==> config.mk <==
export PLATFORM = sky130hd
export DESIGN_NAME = serializer_flat
export DESIGN_NICKNAME = d
export VERILOG_FILES = /design/src/rtl/serializer_if.sv /design/src/rtl/serializer.sv /design/src/flat_wrapper.sv
export SDC_FILE = /design/constraint.sdc
export NUM_CORES = 1
export LEC_CHECK = 0
export CAP_MARGIN = 20
export CORE_MARGIN = 5
export CORE_UTILIZATION = 35
export DETAILED_ROUTE_END_ITERATION = 12
export PLACE_DENSITY = 0.67
export SLEW_MARGIN = 20
export SYNTH_ARGS = -nofsm -noshare
export SYNTH_HDL_FRONTEND = slang
export SYNTH_SLANG_ARGS = --single-unit
==> constraint.sdc <==
create_clock -name clk_i -period 1.9 [get_ports clk_i]
set_clock_uncertainty 0.2 [all_clocks]
set_input_delay 0.285 -clock clk_i [delete_from_list [all_inputs] [get_ports clk_i]]
set_output_delay 0.285 -clock clk_i [all_outputs]
set_load 0.1 [all_outputs]
==> src/rtl/serializer_if.sv <==
// Purpose : host-side bundle for the serializer: parallel word request in, serial bit stream and busy flag out.
// Ports   : data_i/data_mod_i/data_val_i (host -> serializer), ser_data_o/ser_data_val_o/busy_o (serializer -> host/link).
// Modports: master = host driving words, slave = serializer.
interface serializer_if #(
  parameter int DATA_BUS_WIDTH = 16,
  parameter int MOD_WIDTH      = $clog2(DATA_BUS_WIDTH)
);
  logic [DATA_BUS_WIDTH-1:0] data_i;
  logic [MOD_WIDTH-1:0]      data_mod_i;
  logic                      data_val_i;
  logic                      ser_data_o;
  logic                      ser_data_val_o;
  logic                      busy_o;

  modport master (
    output data_i,
    output data_mod_i,
    output data_val_i,
    input  ser_data_o,
    input  ser_data_val_o,
    input  busy_o
  );

  modport slave (
    input  data_i,
    input  data_mod_i,
    input  data_val_i,
    output ser_data_o,
    output ser_data_val_o,
    output busy_o
  );
endinterface

==> src/rtl/serializer.sv <==
// Purpose : shifts out the top len bits of a parallel word, MSB first, one bit per clk_i (len from data_mod_i, 0 = full word).
// Latency : first bit valid the cycle after acceptance; len valid cycles, then one idle cycle before the next accept.
// Backpressure: none queued -- data_val_i while busy_o=1 is dropped silently.
// Ports   : clk_i, rst_n_i (async active-low), bus (serializer_if.slave: word request in, serial bit/valid and busy out).
module serializer #(
  parameter int DATA_BUS_WIDTH = 16,
  parameter int MOD_WIDTH      = $clog2(DATA_BUS_WIDTH)
) (
  input  logic         clk_i,
  input  logic         rst_n_i,
  serializer_if.slave  bus
);

  // One extra bit so the counter can hold the full word length.
  localparam int                CNT_W    = MOD_WIDTH + 1;
  localparam logic [CNT_W-1:0]  FULL_LEN = CNT_W'(DATA_BUS_WIDTH);

  typedef enum logic {
    IDLE,
    SHIFT
  } state_t;

  state_t                    state_q, state_d;
  logic [DATA_BUS_WIDTH-1:0] shift_q, shift_d;
  logic [CNT_W-1:0]          cnt_q,   cnt_d;
  logic                      ser_q,   ser_d;
  logic                      val_q,   val_d;
  logic [CNT_W-1:0]          len;

  // Zero means a full word; out-of-range counts (non power-of-2 widths) clamp to a full word.
  always_comb begin
    len = {1'b0, bus.data_mod_i};
    if (bus.data_mod_i == '0 || {1'b0, bus.data_mod_i} >= FULL_LEN) begin
      len = FULL_LEN;
    end
  end

  always_comb begin
    state_d = state_q;
    shift_d = shift_q;
    cnt_d   = cnt_q;
    ser_d   = ser_q;
    val_d   = val_q;
    case (state_q)
      IDLE: begin
        if (bus.data_val_i) begin
          // MSB goes straight to the output; the rest stays left-aligned in the shifter.
          state_d = SHIFT;
          ser_d   = bus.data_i[DATA_BUS_WIDTH-1];
          val_d   = 1'b1;
          shift_d = bus.data_i << 1;
          cnt_d   = len;
        end
      end
      SHIFT: begin
        if (cnt_q == CNT_W'(1)) begin
          // Last bit was on the wire this cycle; the exit edge never accepts, giving one idle cycle.
          state_d = IDLE;
          ser_d   = 1'b0;
          val_d   = 1'b0;
          shift_d = '0;
          cnt_d   = '0;
        end else begin
          ser_d   = shift_q[DATA_BUS_WIDTH-1];
          shift_d = shift_q << 1;
          cnt_d   = cnt_q - CNT_W'(1);
        end
      end
      default: begin
        state_d = IDLE;
        ser_d   = 1'b0;
        val_d   = 1'b0;
        shift_d = '0;
        cnt_d   = '0;
      end
    endcase
  end

  always_ff @(posedge clk_i or negedge rst_n_i) begin
    if (!rst_n_i) begin
      state_q <= IDLE;
      shift_q <= '0;
      cnt_q   <= '0;
      ser_q   <= 1'b0;
      val_q   <= 1'b0;
    end else begin
      state_q <= state_d;
      shift_q <= shift_d;
      cnt_q   <= cnt_d;
      ser_q   <= ser_d;
      val_q   <= val_d;
    end
  end

  assign bus.ser_data_o     = ser_q;
  assign bus.ser_data_val_o = val_q;
  // Busy spans exactly the valid-bit cycles.
  assign bus.busy_o         = val_q;

endmodule
==> src/flat_wrapper.sv <==
// flat-port wrapper written by rule: the top's interface ports become plain ports
module serializer_flat 
#(
  parameter int DATA_BUS_WIDTH = 16,
  parameter int MOD_WIDTH      = $clog2(DATA_BUS_WIDTH)
)
  (clk_i, rst_n_i, bus_data_i, bus_data_mod_i, bus_data_val_i, bus_ser_data_o, bus_ser_data_val_o, bus_busy_o);
  serializer_if #(.DATA_BUS_WIDTH(DATA_BUS_WIDTH), .MOD_WIDTH(MOD_WIDTH)) bus_i ();
  input  logic clk_i;
  input  logic rst_n_i;
  input wire logic [$bits(bus_i.data_i)-1:0] bus_data_i;
  input wire logic [$bits(bus_i.data_mod_i)-1:0] bus_data_mod_i;
  input wire logic [$bits(bus_i.data_val_i)-1:0] bus_data_val_i;
  output wire logic [$bits(bus_i.ser_data_o)-1:0] bus_ser_data_o;
  output wire logic [$bits(bus_i.ser_data_val_o)-1:0] bus_ser_data_val_o;
  output wire logic [$bits(bus_i.busy_o)-1:0] bus_busy_o;
  assign bus_i.data_i = bus_data_i;
  assign bus_i.data_mod_i = bus_data_mod_i;
  assign bus_i.data_val_i = bus_data_val_i;
  assign bus_ser_data_o = bus_i.ser_data_o;
  assign bus_ser_data_val_o = bus_i.ser_data_val_o;
  assign bus_busy_o = bus_i.busy_o;
  serializer #(.DATA_BUS_WIDTH(DATA_BUS_WIDTH), .MOD_WIDTH(MOD_WIDTH)) u_core (.clk_i(clk_i), .rst_n_i(rst_n_i), .bus(bus_i));
endmodule
==> impl_metrics.ini <==
[timing]
maxSlewHeadroom_pct = 77.2
final.setup.tns_ps = 0
final_hold_vios = 0
postLayoutSetupSlackWorst_ps = 76.7
drv_slew = 0
tightestPinTransition_ps = 337
clock.fmax_mhz = 548
timing.hold.ws_ps = 108
finalSetupViolations = 0
rsz0062_at_grt = no
share_of_the_clock_period_used_by_the_worst_path_after_layout_pct = 96.0
timing.final.crit_period_ps = 1820

[power_and_ir_drop]
p_leak_nw = 0.670
peakVddDrop_v = 0.000460
power_density_nw_per_um2 = 1360
post-layout-total-power_mw = 2.07

[synth]
synth_largest_type_area_fraction_pct = 49.1
yosysTopAreaCell = dfrtp_1
postSynthNetCount = 122
netlist_area_sq_um = 1170
postSynthRegisterBits = 23
synthesis.instances = 97
yosysWarnings = 0
sequential_cell_area_fraction_in_the_yosys_report_pct = 49.1
synth.distinct_cells = 28
largest_cells_by_area_after_synthesis = dfrtp_1 49%, mux2i_1 15%, o2bb2ai_1 9.0%, o2bb2ai_2 3.8%, ha_1 2.1%
postSynthAreaPerCell_sq_um = 12.1

[cts]
clk-insertion-delay-late_ps = 310
cts_hold_buffers = 0
numClockSinks = 23
cts_inserted_buffers = 3
cts.clk_slew.worst_paths_ps = 120
cts-resized-gates = 0
clock_tree.htree_level_count = 1
post-cts-setup-buffers = 0
cts_max_path_buffers = 2
cts_tree = done
cts_root_buffer = clkbuf_4

[detailed_routing]
drt-initial-drc-count = 49
vias_per_cell = 5.06
drt_pass1_iterations = 4
drtAntennaViolNets = 0
drc = 0
drt-wirelength-per-cell_um = 14.3
vias = 850
totalWireLength_um = 2400

[global_route]
antenna_found_initial = 0
grt_max_degree = 24
via_count_of_the_first_global_routing_pass = 912
grt_pass1_wl_um = 4210
globalRouteTotalUtil_pct = 12.1
globalRouteOverflowTotal = 0

[min_path]
hp-class = in2async

[setup_path]
cp-end-kind = register
critPathMaxFanout = 15
worst_ep_required_time_ps = 1900
r2r_path_start = u_core.cnt_q[1]
ff2ff_path_depth = 5
setup.reg_to_reg.worst_slack_ps = 80
worstPathArrival_ps = 1830
critPathKind = reg2reg
critical_path.endpoint = u_core.shift_q[3]
cp-startpoint = u_core.cnt_q[1]
timing.rr.end = u_core.shift_q[3]
start_kind = register

[floorplanning]
die-width_um = 67.8
dieHeight_um = 67.8
io-pin-count = 26
die_area_sq_um = 4600
floorplan.initialDensity_pct = 35.7
rows = 21
placeableCoreArea_sq_um = 3280

[finish]
layout.core_utilization_pct = 46.2
antenna_cells_inserted = 0
drive_gt1_share_pct = 16.4
layout.nets = 148
flow.area_growth_from_synthesis_pct = 29.6

[placed_design]
hpwl_um = 1810
pre_cts_slack_ps = 84.8
gp_congestion = 0.883
port_buffers = 25

[outcome]
outcome = finished clean

[job]
max-cap-violations = 0
[worst min path at each step]
stage | start | end | cells after the start
3_5_place_dp | u_core.shift_q[10] | u_core.shift_q[11] | 1
4_1_cts | rst_n_i | u_core.bus.busy_o | 2
3_3_place_gp | u_core.shift_q[4] | u_core.shift_q[5] | 1
6_report | rst_n_i | u_core.shift_q[4] | 2
5_1_grt | rst_n_i | u_core.bus.busy_o | 2
2_1_floorplan | rst_n_i | u_core.bus.busy_o | 0
[layout by cell type, fill, tap and decap left out]
cell type,n
a221oi_1,1
inv_2,1
or4b_4,1
nand4bb_1,1
dfrtp_2,1
nor4_1,1
or4_2,1
buf_4,4
o22ai_1,1
inv_1,3
clkbuf_1,1
o211a_1,1
nor2_1,5
o2bb2ai_1,11
o2bb2ai_2,4
clkbuf_4,3
and2_4,1
o21ai_0,3
nand3b_1,1
o311ai_0,2
ha_1,2
dfrtp_1,22
a21oi_1,1
nor2b_1,2
mux2i_1,17
buf_12,3
o311a_2,1
nand2_1,5
clkdlybuf4s50_1,22
[critical path: stages, from the launching register on]
cell       delay, ps
dfrtp_1          420
inv_2             70
ha_1             140
or4b_4           480
and2_4           250
o2bb2ai_1        150
[stage by stage]
stage | std cells | area, sq um
6_report | 168 | 1520
5_1_grt | 168 | 1520
4_1_cts | 168 | 1510
3_5_place_dp | 164 | 1480
3_3_place_gp | 164 | 1480
2_1_floorplan | 97 | 1170
[per-layer routing]
metal / global-route usage, % / wire length (um) / vias up
met4: 2.98 / 19 / 0
met3: 3.94 / 155 / 2
li1: - / - / 410
met1: 14.9 / 1100 / 416
met2: 20.4 / 1130 / 22
met5: 0 / 0 / -
[sequential cells by signal, indices dropped and copies added (netlist names)]
signal and flops:
u_core.shift_q 15, u_core.cnt_q 5, u_core.bus.busy_o 1, u_core.bus.ser_data_o 1, u_core.state_q 1
[layout make-up]
class | instances | area (sq um)
fill | 320 | 1770
sequential | 23 | 577
multi-input combinational | 62 | 532
timing repair buffer | 29 | 310
tap | 46 | 57.6
clock buffer | 4 | 26.3
inverter | 4 | 15.0
[synth_stat cells]
master,count
dfrtp_1,23
mux2i_1,17
o2bb2ai_1,12
nand2_1,5
nor2_1,5
inv_1,4
o21ai_0,3
o2bb2ai_2,3
buf_2,2
clkbuf_1,2
ha_1,2
nor2b_1,2
o311ai_0,2
a21oi_1,1
a221oi_1,1
and2_4,1
buf_1,1
buf_4,1
buf_6,1
buf_8,1
nand3b_1,1
nand4bb_1,1
nor4_1,1
o211a_1,1
o22ai_1,1
o311a_2,1
or4_2,1
or4b_4,1
[report_power, final]
part	switching [mW]	leakage, nW	total, mW	internal (mW)
sequential	0.175	0.295	0.841	0.667
clock	0.139	0.0150	0.220	0.0819
combinational	0.562	0.360	1.00	0.443
[kinds of logic (layout without fill, tap and decap cells)]
group                    count (synthesis)  in the layout  synth area share [%]
AO/OA/AOI/OAI                           25             25                  19.1
adder cells (fa/ha/maj)                  2              2                  2.14
buffers and inverters                   12             37                  5.98
flip-flops                              23             23                  49.1
multiplexers                            17             17                  14.5
AND/OR/NAND/NOR                         18             18                  9.08
No activity file was read; power rests on OpenSTA's default activity.
